<file path="src/rtl/pc_pkg.sv">
// Shared types and defaults for the program-counter / fetch sequencer.
package pc_pkg;

  typedef enum logic [1:0] {
    IDLE   = 2'd0,
    RUN    = 2'd1,
    HALTED = 2'd2,
    FAULT  = 2'd3
  } pc_state_t;

  localparam int PC_W_DEF       = 10;
  localparam int PROG_LEN_DEF   = 1024;
  localparam int START_ADDR_DEF = 0;
  localparam int CNT_W_DEF      = 16;

  function automatic logic signed [31:0] sext8(input logic [7:0] v);
    return {{24{v[7]}}, v};
  endfunction

endpackage

</file>
<file path="src/rtl/pc_ctrl_next_pc_calc.sv">
// Combinational next-PC selection (JumpAbs > BranchEn > PC+1) with range check.
module next_pc_calc
  import pc_pkg::*;
#(
  parameter int PC_W     = PC_W_DEF,
  parameter int PROG_LEN = PROG_LEN_DEF
) (
  input  logic [PC_W-1:0] pc_i,
  input  logic [7:0]      target_i,
  input  logic            jump_abs_i,
  input  logic            branch_en_i,
  output logic [PC_W-1:0] next_pc_o,
  output logic            out_of_range_o
);

  localparam logic [PC_W+1:0] LIMIT = (PC_W+2)'(PROG_LEN);

  logic [PC_W+1:0] pc_ext_s;
  logic [PC_W+1:0] ofs_ext_s;
  logic [PC_W+1:0] abs_ext_s;
  logic [PC_W+1:0] cand_s;

  assign pc_ext_s  = {2'b00, pc_i};
  assign ofs_ext_s = (PC_W+2)'(sext8(target_i));
  assign abs_ext_s = (PC_W+2)'(target_i);

  // Candidate is kept two bits wider so a negative branch result shows up in the MSB.
  always_comb begin
    cand_s = pc_ext_s + (PC_W+2)'(1);
    if (jump_abs_i) begin
      cand_s = abs_ext_s;
    end else if (branch_en_i) begin
      cand_s = pc_ext_s + ofs_ext_s;
    end else begin
      cand_s = pc_ext_s + (PC_W+2)'(1);
    end
  end

  assign next_pc_o      = cand_s[PC_W-1:0];
  assign out_of_range_o = cand_s[PC_W+1] | (cand_s >= LIMIT);

endmodule

</file>
<file path="src/rtl/pc_ctrl.sv">
// Program counter and fetch sequencer: run/halt/fault FSM, PC register, cycle counter.
module pc_ctrl
  import pc_pkg::*;
#(
  parameter int PC_W       = PC_W_DEF,
  parameter int PROG_LEN   = PROG_LEN_DEF,
  parameter int START_ADDR = START_ADDR_DEF,
  parameter int CNT_W      = CNT_W_DEF
) (
  input  logic             CLK,
  input  logic             Reset,
  input  logic             Start,
  input  logic             Halt,
  input  logic             Stall,
  input  logic             BranchEn,
  input  logic             JumpAbs,
  input  logic [7:0]       Target,
  output logic [PC_W-1:0]  PC,
  output logic             Running,
  output logic             Done,
  output logic             Fault,
  output logic [CNT_W-1:0] CycleCnt
);

  localparam logic [PC_W-1:0] START_PC = PC_W'(START_ADDR);

  pc_state_t        state_q;
  logic [PC_W-1:0]  pc_q;
  logic [CNT_W-1:0] cnt_q;
  logic             running_q;
  logic             done_q;
  logic             fault_q;
  logic [PC_W-1:0]  next_pc_s;
  logic             oor_s;

  next_pc_calc #(
    .PC_W     (PC_W),
    .PROG_LEN (PROG_LEN)
  ) u_next_pc (
    .pc_i           (pc_q),
    .target_i       (Target),
    .jump_abs_i     (JumpAbs),
    .branch_en_i    (BranchEn),
    .next_pc_o      (next_pc_s),
    .out_of_range_o (oor_s)
  );

  // FSM, PC register, saturating cycle counter and registered status flags.
  always_ff @(posedge CLK or negedge Reset) begin
    if (!Reset) begin
      state_q   <= IDLE;
      pc_q      <= START_PC;
      cnt_q     <= '0;
      running_q <= 1'b0;
      done_q    <= 1'b0;
      fault_q   <= 1'b0;
    end else begin
      case (state_q)
        IDLE, HALTED, FAULT: begin
          if (Start) begin
            state_q   <= RUN;
            pc_q      <= START_PC;
            cnt_q     <= '0;
            running_q <= 1'b1;
            done_q    <= 1'b0;
            fault_q   <= 1'b0;
          end
        end
        RUN: begin
          if (cnt_q != {CNT_W{1'b1}}) begin
            cnt_q <= cnt_q + CNT_W'(1);
          end
          // The PC is left on the halting or offending instruction.
          if (Halt) begin
            state_q   <= HALTED;
            running_q <= 1'b0;
            done_q    <= 1'b1;
          end else if (Stall) begin
            pc_q <= pc_q;
          end else if (oor_s) begin
            state_q   <= FAULT;
            running_q <= 1'b0;
            fault_q   <= 1'b1;
          end else begin
            pc_q <= next_pc_s;
          end
        end
        default: begin
          state_q   <= IDLE;
          pc_q      <= START_PC;
          cnt_q     <= '0;
          running_q <= 1'b0;
          done_q    <= 1'b0;
          fault_q   <= 1'b0;
        end
      endcase
    end
  end

  assign PC       = pc_q;
  assign CycleCnt = cnt_q;
  assign Running  = running_q;
  assign Done     = done_q;
  assign Fault    = fault_q;

endmodule

</file>
<file path="config.mk">
export PLATFORM = sky130hd
export DESIGN_NAME = pc_ctrl
export DESIGN_NICKNAME = d
export VERILOG_FILES = /design/src/rtl/pc_pkg.sv /design/src/rtl/pc_ctrl_next_pc_calc.sv /design/src/rtl/pc_ctrl.sv
export SDC_FILE = /design/constraint.sdc
export NUM_CORES = 1
export LEC_CHECK = 0
export CORE_UTILIZATION = 47
export DETAILED_ROUTE_END_ITERATION = 8
export PLACE_DENSITY = 0.78
export SLEW_MARGIN = 10
export SYNTH_ARGS = -nofsm -noshare
export SYNTH_HDL_FRONTEND = slang
export SYNTH_SLANG_ARGS = --single-unit
</file>
<file path="constraint.sdc">
create_clock -name CLK -period 2.58 [get_ports CLK]
set_clock_uncertainty 0.2 [all_clocks]
set_input_delay 0.516 -clock CLK [delete_from_list [all_inputs] [get_ports CLK]]
set_output_delay 0.516 -clock CLK [all_outputs]
set_load 0.03 [all_outputs]
</file>
==> results of run 1 <==
==> repair_timing <==
| action | CTS | global route |
|---|---|---|
| gates cloned | 0 | 0 |
| setup endpoints to repair | 13 | 18 |
| pin swaps | 14 | 4 |
| hold buffers | 0 | 0 |
| buffers inserted | 10 | 2 |
| resized for setup | 24 | 6 |
==> power by group <==
group	internal [mW]	switching, mW	total, mW	leakage, nW
Clock	0.215	0.180	0.395	0.0482
Combinational	0.997	1.06	2.06	1.10
Sequential	0.608	0.138	0.747	0.410
Total	1.82	1.38	3.20	1.56
==> cell usage in the layout (no fill, tap or decap), types with 6 or more instances in the layout <==
cell             count
a21oi_1             11
and3_1               6
buf_4               57
clkbuf_8             6
clkdlybuf4s50_1     36
dfrtp_1             28
ha_4                 9
inv_1               11
nand2_1             26
nand3_1             16
nor2_1              32
o21ai_0             14
xnor2_1             10
xor2_1              14
==> cells by family (layout without fill, tap and decap cells) <==
| kind of cell | count (synthesis) | in the layout | synth area share |
|---|---|---|---|
| XOR/XNOR | 24 | 24 | 0.09076 |
| buffers and inverters | 23 | 125 | 0.04376 |
| AO/OA/AOI/OAI | 62 | 62 | 0.1810 |
| flip-flops | 31 | 31 | 0.3350 |
| multiplexers | 3 | 3 | 0.01729 |
| adder cells (fa/ha/maj) | 14 | 14 | 0.07888 |
| AND/OR/NAND/NOR | 113 | 113 | 0.2534 |
==> sequential cells by signal, summed over array words and instances, names as in the netlist <==
| signal | flops |
|---|---|
| CycleCnt | 16 |
| PC | 10 |
| state_q | 2 |
| Done | 1 |
| Fault | 1 |
| Running | 1 |
==> cell usage after synthesis, types with 3 or more instances <==
cell type,number,area (µm²)
a211oi_1,3,22.52
a21oi_1,12,60.06
a31oi_1,3,18.77
and3_1,6,37.54
clkbuf_1,7,26.28
dfrtp_1,31,775.7
ha_1,13,162.7
inv_1,12,45.04
nand2_1,26,97.59
nand2b_1,3,18.77
nand3_1,18,90.09
nand3_2,3,30.03
nand4_1,5,31.28
nor2_1,32,120.1
nor2b_1,3,18.77
nor4_1,4,25.02
o21a_1,3,22.52
o21ai_0,14,70.07
o21ai_1,5,25.02
o21ai_2,5,43.79
xnor2_1,10,87.58
xor2_1,14,122.6
==> metrics by stage <==
stage	setup slack, ns	area [µm²]	power (mW)
after floorplan	-0.2266	2389	1.854
after global placement	-0.8144	3234	2.547
after detailed placement	-0.8831	3234	2.594
after CTS	-0.2535	3503	3.151
after global routing	-0.4025	3550	3.413
final	-0.2875	3550	3.202
==> metal layers <==
| layer | GRT usage | wire length [µm] |
|---|---|---|
| met1 | 0.3316 | 2777 |
| met2 | 0.4372 | 3275 |
| met3 | 0.04722 | 367 |
| met4 | 0.1046 | 153 |
| met5 | 0 | 0 |
==> critical path, stage by stage (launching register included) <==
cell      delay [ns]
dfrtp_2         0.47
ha_4            0.24
a211oi_2        0.24
nor2_1          0.12
o31ai_2         0.25
o21ai_1         0.15
buf_4           0.16
nor4_2          0.23
o32a_1          0.23
buf_6           0.15
mux2_4          0.29
==> final cells by class <==
cell class / instances / area [µm²] / area share
Sequential cell: 31 / 779.5 / 0.2196
Timing Repair Buffer: 104 / 920.9 / 0.2594
Inverter: 13 / 48.80 / 0.01375
Clock inverter: 1 / 5.005 / 0.001410
Clock buffer: 7 / 86.33 / 0.02432
Multi-Input combinational cell: 216 / 1625 / 0.4579
Tap cell: 67 / 83.83 / 0.02362
==> how the worst min path moves through the flow <==
| stage | depth (start not counted) | to | slack (ns) |
|---|---|---|---|
| detailed placement | 2 | Done | 0.28 |
| global route | 1 | Fault | 0.33 |
| floorplan | 0 | CycleCnt[0] | 0.02 |
| global placement | 2 | Done | 0.27 |
| finish | 2 | Done | 0.29 |
| CTS | 2 | Done | 0.30 |
==> flow_metrics.tcl, run 1 <==
set metrics [dict create \
    tns_ns -2.949 \
    diodes 0 \
    vias_per_cell 5.595 \
    cts_tree "done" \
    clk-insertion-delay-late_ns 0.28 \
    synth-edff-count 0 \
    clkSlewWorstSetupHoldPaths_ns 0.07 \
    grt_pass1_wl_um 10600 \
    synth_warnings 0 \
    dp_hpwl_um 4597 \
    arrival_ns 2.84 \
    period_share 1.111 \
    required_ns 2.55 \
    dr.pass1.iters 6 \
    synthArstFlopShare 1.000 \
    cp-endpoint "PC[5]" \
    fillers 326 \
    cts_sinks 31 \
    syn_area_per_cell_um2 8.578 \
    die_h_um 72.20 \
    violations "DRC, setup timing" \
    io_buffers 43 \
    r2r_cells 10 \
    whs_ns 0.2912 \
    htreeDepth 2 \
    grt_overflow 0 \
    yosysSeqAreaShare 0.3350 \
    grt_pass1_vias 2367 \
    grt_max_degree 32 \
    drt-total-wl_um 6573 \
    leakagePower_nw 1.555 \
    drtAntennaViolNets 0 \
    fp.dieW_um 72.20 \
    timing.final.ws_setup_ns -0.2875 \
    rr_endpoint "PC[5]" \
    end_kind "flop" \
    powerDensity_nw_per_um2 902.0 \
    fin_nets 400 \
    io_pins 44 \
    r2r_start "PC[1]" \
    drc 1 \
    rrSetupSlack_ns -0.29 \
    finalHoldViolations 0 \
    cts_root_buffer "clkbuf_8" \
    dp_cells 420 \
    dieArea_um2 5212 \
    critPathLaunch "PC[1]" \
    rsz0062_at_grt "true" \
    cts_made_buffers 5 \
    start_util 0.4903 \
    ctsLongestPathBuffers 2 \
    synth_fp_nets 299 \
    grtUsageTotal 0.2603 \
    worst-path-max-fanout 6 \
    post-route-util 0.7515 \
    maxCapViolCount 0 \
    vdd_ir_drop_max_uv 596.6 \
    ys_ff_latch 31 \
    syn_area_um2 2316 \
    gp_congestion 0.8318 \
    worst_pin_slew_ns 0.4964 \
    area_delta_synth_final_pct 53.27 \
    drtIter0Drc 188 \
    yosysUniqueCellTypes 52 \
    maxSlewHeadroom 0.6660 \
    antenna_found_initial 0 \
    max_freq_ghz 0.3487 \
    hp-start "Done" \
    finalMaxSlewViolations 0 \
    critPathLaunchType "flop" \
    coreArea_um2 4723 \
    instances_no_fill 439 \
    row_count 25 \
    worstSetupPathType "reg2reg" \
    syn_inst 270 \
    setup_viol 13 \
    synthFlopType "dfrtp_1" \
    hold_class "reg2reg" \
    wire_per_inst_um 14.97 \
    status "finished, violations left" \
    vias 2456 \
    layout-drive-gt1-share 0.3011 \
    fin_crit_ns 2.868 \
]
Note: power is estimated with default switching activity, not from simulation.
==> run 2: changes to the inputs <==
--- a/config.mk
+++ b/config.mk
@@ -5,10 +5,11 @@
 export SDC_FILE = /design/constraint.sdc
 export NUM_CORES = 1
 export LEC_CHECK = 0
-export CORE_UTILIZATION = 47
+export CORE_UTILIZATION = 55
 export DETAILED_ROUTE_END_ITERATION = 8
-export PLACE_DENSITY = 0.78
+export PLACE_DENSITY = 0.85
 export SLEW_MARGIN = 10
 export SYNTH_ARGS = -nofsm -noshare
 export SYNTH_HDL_FRONTEND = slang
+export SYNTH_HIERARCHICAL = 1
 export SYNTH_SLANG_ARGS = --single-unit
==> constraint.sdc (replaced) <==
create_clock -name CLK -period 3.5 [get_ports CLK]
set_clock_uncertainty 0.2 [all_clocks]
set_input_delay 0.7 -clock CLK [delete_from_list [all_inputs] [get_ports CLK]]
set_output_delay 0.7 -clock CLK [all_outputs]
set_load 0.03 [all_outputs]
==> run 2 against run 1 <==
Against the previous run:
- the run now ends clean
- global-route usage rose by 4.1 points
- power decreased by 34%
- clock power decreased by 20%
- synthesized cell count grew 5.6%
==> flow_metrics.tcl, run 2 <==
set metrics [dict create \
    status "complete, no violations" \
    drtAntennaViolNets 0 \
    mostFrequentLayoutCells "50 x nand2_1, 43 x clkdlybuf4s50_1, 31 x dfrtp_1, 25 x nand3_1, 20 x buf_4" \
    synthArstFlopShare 1.000 \
    syn_area_um2 2411 \
    p_sw_mw 0.9736 \
    finalMaxSlewViolations 0 \
    area_delta_synth_final_pct 28.75 \
    antenna_found_initial 0 \
    synth_warnings 6 \
    max_freq_ghz 0.2995 \
    grt_pass1_vias 2244 \
    leakagePower_nw 1.363 \
    synth_fp_nets 314 \
    dieArea_um2 4653 \
    ys_ff_latch 31 \
    grt_pass1_wl_um 10380 \
    yosysUniqueCellTypes 57 \
    grt_max_degree 32 \
    fin_nets 375 \
    synth-edff-count 0 \
    cts_root_buffer "clkbuf_8" \
    fin_crit_ns 3.338 \
    dp_hpwl_um 4737 \
    syn_area_per_cell_um2 8.460 \
    fp.dieW_um 68.21 \
    pwr-share-seq 0.271 \
    powerDensity_nw_per_um2 676.3 \
    synthSimpleGateAreaFrac 0.2724 \
    clkSlewWorstSetupHoldPaths_ns 0.07 \
    power_mw 2.100 \
    drtIter0Drc 230 \
    largest_reg_flops 16 \
    switching_share 0.4637 \
    maxCapViolCount 0 \
    gp_congestion 0.9037 \
    timing.final.ws_setup_ns 0.1615 \
    vdd_ir_drop_max_uv 492.7 \
    dr.pass1.iters 4 \
    maxSlewHeadroom 0.5802 \
    synth-xor-area-share 0.03996 \
    critPathLaunchType "input port" \
    setup_viol 0 \
    required_ns 3.48 \
    coreArea_um2 4115 \
    drc 0 \
    vias_per_cell 6.144 \
    cts_resized 0 \
    diodes 0 \
    io_pins 44 \
    synth_compound_area_frac 0.2325 \
    rrSetupSlack_ns 0.51 \
    vias 2439 \
    hold_class "reg2reg" \
    synth-adder-area-share 0.07577 \
    tns_ns 0 \
    syn_inst 285 \
    synth.area.top_cells "dfrtp_1 32%, nand2_1 7.8%, ha_1 6.7%, nand3_1 5.2%, o21ai_0 3.1%" \
    arrival_ns 3.31 \
    post-route-util 0.7543 \
    grtUsageTotal 0.3009 \
    worst-path-max-fanout 10 \
    fillers 321 \
    row_count 23 \
    clk-insertion-delay-late_ns 0.28 \
    ctsLongestPathBuffers 2 \
    internal_power_mw 1.126 \
    synth_most_common_cell "nand2_1" \
    io_buffers 43 \
    cts_made_buffers 5 \
    htreeDepth 2 \
    rsz0062_at_grt "false" \
    die_h_um 68.21 \
    pre_cts_ws_ns -0.1430 \
    yosysTopAreaCellShare 0.3217 \
    grt_overflow 0 \
    start_util 0.5859 \
    post_cts_buffers 0 \
    synth_commonest_cells "50 x nand2_1, 31 x dfrtp_1, 25 x nand3_1, 15 x o21ai_0" \
    cts_tree "done" \
    pwr-share-comb 0.579 \
    worstSetupPathType "in2reg" \
    synth_area_leader_cell "dfrtp_1" \
    yosysSeqAreaShare 0.3217 \
    layout_commonest_cell "nand2_1" \
    hold_buffers 0 \
    synthMuxAreaShare 0.02128 \
    worst_pin_slew_ns 0.6297 \
    synthFlopType "dfrtp_1" \
    wire_per_inst_um 16.02 \
    cts_sinks 31 \
    finalHoldViolations 0 \
    period_share 0.9538 \
    end_kind "flop" \
    layout-drive-gt1-share 0.1412 \
    drt-total-wl_um 6360 \
    clock_power_share 0.150 \
    synth_top_family_by_area "simple AND/OR/NAND/NOR gates" \
]
-- run 2: changes by cell type after synthesis, sizes merged, moves of 6 or more --
cell,change
nor2,-17
a21o,+6
nor3,+8
xor2,-9
nand2,+24
-- run 2: per-layer routing --
layer	up-vias	GRT usage	part of all wire
li1	1183	-	-
met1	1164	0.4215	0.46
met2	87	0.4706	0.47
met3	5	0.05833	0.067
met4	0	0.07813	0.0066
met5	-	0	0
-- run 2: final timing paths --
path | start | endpoint | cells after the start
worst max register to register | PC[1] | PC[2] | 10
worst min-delay path | Running | Running | 2
min in group asynchronous | Reset | CycleCnt[6] | 2
max in group asynchronous | Reset | PC[2] | 2
worst min register to register | Running | Running | 2
worst max-delay path | Target[7] | PC[2] | 11
-- run 2: kinds of logic after synthesis --
kind of cell | Yosys count
buffers and inverters | 17
AOI/OAI and AO/OA | 75
muxes | 5
adders and majority gates | 14
DFF | 31
and+or+nand+nor | 132
xor gates and xnor gates | 11
-- run 2: critical path: stages --
cell,delay (ns)
clkdlybuf4s50_1,0.45
ha_1,0.33
a21oi_2,0.21
o211ai_1,0.17
a311oi_2,0.39
nor2_1,0.11
nor4_2,0.31
inv_1,0.09
a22o_1,0.34
nand3_1,0.14
nand2_1,0.06
-- run 2: area by class of cell --
class	instances	area [µm²]	share of cell area
flip-flops and latches	31	775.7	0.2499
inverters	8	30.03	0.009674
clock inverters	1	7.507	0.002418
multi-input cells	237	1551	0.4998
well taps	50	62.56	0.02015
clock buffers	7	96.34	0.03104
repair buffers	63	580.6	0.1870
-- run 2: metrics by stage --
| stage | hold slack (ns) | instances | area, µm² |
|---|---|---|---|
| final | 0.2934 | 397 | 3104 |
| after global routing | 0.3191 | 397 | 3104 |
| after CTS | 0.2970 | 397 | 3100 |
| after detailed placement | 0.2712 | 389 | 2997 |
| after global placement | 0.2899 | 389 | 2997 |
| after floorplan | 0.2044 | 285 | 2411 |
-- run 2: power by group through the flow --
stage	Clock [mW]	Combinational [mW]	Sequential, mW
6_report	0.315	1.22	0.569
3_5_place_dp	0	1.19	0.575
4_1_cts	0.321	1.20	0.569
5_1_grt	0.338	1.32	0.587
3_3_place_gp	0	1.17	0.572
2_1_floorplan	0	0.654	0.686
